$ cat src/rtl/lc3b_fetch_queue.sv
// Instruction fetch queue between IF and ID: circular buffer of {pc, ir} pairs
// with head-opcode predecode, whole-queue flush on redirect and optional empty bypass.

package lc3b_fetch_queue_pkg;
   typedef enum logic [3:0] {
      op_br   = 4'h0,
      op_add  = 4'h1,
      op_ldb  = 4'h2,
      op_stb  = 4'h3,
      op_jsr  = 4'h4,
      op_and  = 4'h5,
      op_ldr  = 4'h6,
      op_str  = 4'h7,
      op_rti  = 4'h8,
      op_not  = 4'h9,
      op_ldi  = 4'ha,
      op_sti  = 4'hb,
      op_jmp  = 4'hc,
      op_shf  = 4'hd,
      op_lea  = 4'he,
      op_trap = 4'hf
   } lc3b_opcode;
endpackage

module lc3b_fetch_queue
   import lc3b_fetch_queue_pkg::*;
#(
   parameter int WIDTH  = 16,
   parameter int DEPTH  = 4,
   parameter int BYPASS = 0
) (
   input  logic                     clk,
   input  logic                     rst,
   input  logic                     flush,
   input  logic                     enq_valid,
   output logic                     enq_ready,
   input  logic [WIDTH-1:0]         enq_pc,
   input  logic [WIDTH-1:0]         enq_ir,
   output logic                     deq_valid,
   input  logic                     deq_ready,
   output logic [WIDTH-1:0]         deq_pc,
   output logic [WIDTH-1:0]         deq_ir,
   output lc3b_opcode               deq_opcode,
   output logic [$clog2(DEPTH):0]   count
);

   localparam int AW  = $clog2(DEPTH);
   localparam int CW  = AW + 1;
   localparam bit BYP = (BYPASS != 0);

   logic [WIDTH-1:0] mem_pc [DEPTH];
   logic [WIDTH-1:0] mem_ir [DEPTH];

   logic [AW-1:0] head_q;
   logic [AW-1:0] tail_q;
   logic [CW-1:0] count_q;

   logic empty;
   logic full;
   logic enq_fire;
   logic deq_fire;
   logic pass_fire;
   logic wr_en;
   logic rd_en;

   assign empty = (count_q == '0);
   assign full  = (count_q == CW'(DEPTH));

   // enq_ready depends only on registered state and flush, never on deq_ready
   assign enq_ready = !full && !flush;
   assign deq_valid = !empty || (BYP && enq_valid && !flush);

   assign enq_fire  = enq_valid && enq_ready;
   assign deq_fire  = deq_valid && deq_ready && !flush;

   // An empty-queue bypass hands the entry straight to decode; storage is untouched
   assign pass_fire = BYP && empty && enq_fire && deq_fire;
   assign wr_en     = enq_fire && !pass_fire;
   assign rd_en     = deq_fire && !pass_fire;

   always_comb begin
      deq_pc = '0;
      deq_ir = '0;
      if (!empty) begin
         deq_pc = mem_pc[head_q];
         deq_ir = mem_ir[head_q];
      end else if (BYP) begin
         deq_pc = enq_pc;
         deq_ir = enq_ir;
      end
   end

   assign deq_opcode = lc3b_opcode'(deq_ir[WIDTH-1 -: 4]);
   assign count      = count_q;

   always_ff @(posedge clk or posedge rst) begin
      if (rst) begin
         head_q  <= '0;
         tail_q  <= '0;
         count_q <= '0;
      end else if (flush) begin
         head_q  <= '0;
         tail_q  <= '0;
         count_q <= '0;
      end else begin
         if (wr_en) tail_q <= tail_q + AW'(1);
         if (rd_en) head_q <= head_q + AW'(1);
         case ({wr_en, rd_en})
            2'b10:   count_q <= count_q + CW'(1);
            2'b01:   count_q <= count_q - CW'(1);
            default: count_q <= count_q;
         endcase
      end
   end

   // Storage needs no reset: an entry is only read after it has been written
   always_ff @(posedge clk) begin
      if (wr_en) begin
         mem_pc[tail_q] <= enq_pc;
         mem_ir[tail_q] <= enq_ir;
      end
   end

endmodule
$ cat config.mk
export PLATFORM = sky130hd
export DESIGN_NAME = lc3b_fetch_queue
export DESIGN_NICKNAME = d
export VERILOG_FILES = /design/src/rtl/lc3b_fetch_queue.sv
export SDC_FILE = /design/constraint.sdc
export NUM_CORES = 1
export LEC_CHECK = 0
export ABC_AREA = 1
export CAP_MARGIN = 0
export CORE_UTILIZATION = 30
export CTS_CLUSTER_SIZE = 25
export DETAILED_ROUTE_END_ITERATION = 6
export SYNTH_ARGS = -nofsm -noshare
export SYNTH_HDL_FRONTEND = slang
export SYNTH_SLANG_ARGS = --single-unit
$ cat constraint.sdc
create_clock -name clk -period 4.5 [get_ports clk]
set_input_delay 0.675 -clock clk [delete_from_list [all_inputs] [get_ports clk]]
set_output_delay 0.675 -clock clk [all_outputs]
set_load 0.01 [all_outputs]
==> flow_summary.ini <==
[timing]
rsz0062_at_grt = false
period_share_pct = 79.2
fin_crit_ns = 3.56
setup_viol = 0
max_slew_margin_pct = 23.3
finClkSkew_ns = 0.0167
tightestPinTransition_ns = 1.15
hold_viol_final = 0
slew_violations = 0
fin_tns_setup_ns = 0
fin_ws_ns = 0.938
timing.fmax_ghz = 0.281

[route]
dr.pass1.iters = 4
ant_nets = 0
routed_wl_um = 12100
route.detailed.drc = 0
avgRoutedWirePerCell_um = 15.9
drtIter0Drc = 191
vias = 3495
routed_via_density = 4.61

[cells_and_area]
syn2layout_area_growth_pct = 28.4
num-fill-cells = 1681
fin_area_um2 = 7020
nets = 558
drive_above_1_share_pct = 9.45
diodes = 0

[yosys]
synth_area_leaders = edfxtp_1 (70%), nor2_1 (9.1%), o21ai_1 (4.9%)
synth.ff_latch_count = 135
yosysSeqAreaShare_pct = 73.5
synth_nets = 487
synth_top_family_by_area = simple AND/OR/NAND/NOR gates
yosys_warnings = 0
synth_top_area_share_pct = 70.3
yosys.area_share.simple_pct = 11.8
yosysUniqueCellTypes = 21
synth_mux_area_share_pct = 0
synth_edf_count = 128
synth_area_leader_cell = edfxtp_1
synth_compound_area_share_pct = 9.59
synthArstFlopShare_pct = 5.19
netlist_area_um2 = 5470
synth_most_common_cell = nor2_1
syn_inst = 445
yosys-top-cells-count = nor2_1 (132), edfxtp_1 (128), o21ai_1 (53), a21oi_1 (35), o21ai_0 (15)
syn_avg_cell_area_um2 = 12.3
synth_fa_ha_area_share_pct = 1.28
synth_xor_xnor_area_share_pct = 0.160
synth-main-ff-cell = edfxtp_1

[clock_network]
insertion_delay_ns = 0.43
cts_resized = 0
cts_num_sinks = 135
path_clk_slew_ns = 0.06
cts_max_level = 4
holdBufCountCts = 0
cts_root_buffer = clkbuf_16
cts_tree = built
cts-buffers-inserted = 17
clockBufferDepth = 2
postCtsSetupBuffers = 0

[placement]
io_buffers = 77
gp_congestion = 0.681
placed_area_um2 = 6440
pre_cts_ws_ns = 1.32
dp_hpwl_um = 6860

[worst_setup_path]
path_class = flip-flop to primary output
cp-start-kind = flip-flop
cp_data_required_time_ns = 3.83
path_max_fanout = 34
crit_arrival_ns = 2.89
endpoint_kind = primary output

[global_route]
grt_usage_pct = 13.8
grt-ovfl-total = 0
grt_pass1_vias = 3585
antenna_found_initial = 0
grt_max_degree = 66
grt_pass1_wl_um = 18700

[die]
ios = 78
initial_core_util_pct = 30.5
rows = 49
dieHeight_um = 137
core-area_um2 = 17900
dieWidth_um = 137
die_area_um2 = 18800

[power_and_ir_drop]
netSwitchingFraction_pct = 23.7
pwr-share-comb_pct = 13.0
power.switching_mw = 0.765
seq_power_share_pct = 44.7
clockPowerShare_pct = 42.3
p_int_mw = 2.46
p_leak_nw = 2.39
pwr_density_cell_nw_per_um2 = 459
vdd_drop_max_mv = 0.265

[run_status]
run_status = complete, no violations

[flow_run]
cap_violations = 0

[min_path]
hold_class = input pin to asynchronous set/reset pin
area by class of cell:
type,instances,area [µm²],share of cell area (%)
multi-input combinational,267,1280,18.2
clock inverter,15,161,2.30
clock buffer,17,425,6.06
timing repair buffer,80,793,11.3
inverter,15,56.3,0.802
sequential,135,4020,57.3
tap,229,287,4.08
stage by stage:
step	total power, mW	cells	hold slack [ns]	utilization [%]
final	3.22	758	0.493	39.2
after global routing	3.34	758	0.515	39.2
after CTS	3.25	758	0.494	39.2
after detailed placement	1.89	726	0.561	36.0
after global placement	1.88	726	0.524	36.0
after floorplan	1.68	445	0.478	-
placed cells by master, fill, tap and decap left out, types with 4 or more instances in the layout:
master,n
ha_1,4
o21ai_1,53
nor2_1,128
o21ai_0,15
clkinv_2,4
inv_2,5
nor2_4,5
clkdlybuf4s50_1,77
nand2_1,11
dfrtp_1,5
a21oi_1,35
nand3_1,8
inv_1,10
edfxtp_1,128
clkbuf_16,17
sequential cells by signal, summed over array words and instances (netlist names):
signal	flops
mem_ir	64
mem_pc	64
count	3
head_q	2
tail_q	2
per-layer routing:
| layer | up-vias | share of wire [%] | GRT usage, % |
|---|---|---|---|
| li1 | 1694 | - | - |
| met1 | 1689 | 42 | 16.9 |
| met2 | 97 | 50 | 22.4 |
| met3 | 15 | 6.0 | 4.07 |
| met4 | 0 | 1.6 | 6.41 |
| met5 | - | 0 | 0 |
logic make-up after synthesis:
logic type	after synthesis
AOI/OAI and AO/OA	104
buffers and inverters	43
and+or+nand+nor	157
adders and majority gates	5
xor gates and xnor gates	1
DFF	135
worst max-delay path, stage by stage, from the launching register on:
cell	delay [ns]
dfrtp_2	0.83
inv_2	0.50
nor2_1	0.20
o21ai_1	0.08
a21oi_1	0.25
clkdlybuf4s50_1	0.58
path summary, 6_finish.rpt:
path / start / end / slack, ns / cells past startpoint
max: head_q[1] / deq_pc[0] / 0.94 / 5
min: rst / count[2] / 0.49 / 2
max reg2reg: count[0] / mem_pc[3][3] / 2.32 / 4
min reg2reg: tail_q[0] / tail_q[0] / 0.56 / 1
max in group asynchronous: rst / head_q[0] / 3.76 / 2
min in group clk: tail_q[0] / tail_q[0] / 0.56 / 1
power by group through the flow:
stage | clock network [mW] | registers [mW] | logic, mW
2_1_floorplan | 0 | 1.46 | 0.217
3_3_place_gp | 0 | 1.46 | 0.418
3_5_place_dp | 0 | 1.47 | 0.423
4_1_cts | 1.38 | 1.44 | 0.426
5_1_grt | 1.44 | 1.44 | 0.458
6_report | 1.36 | 1.44 | 0.418
(Power assumes the default switching activity.)
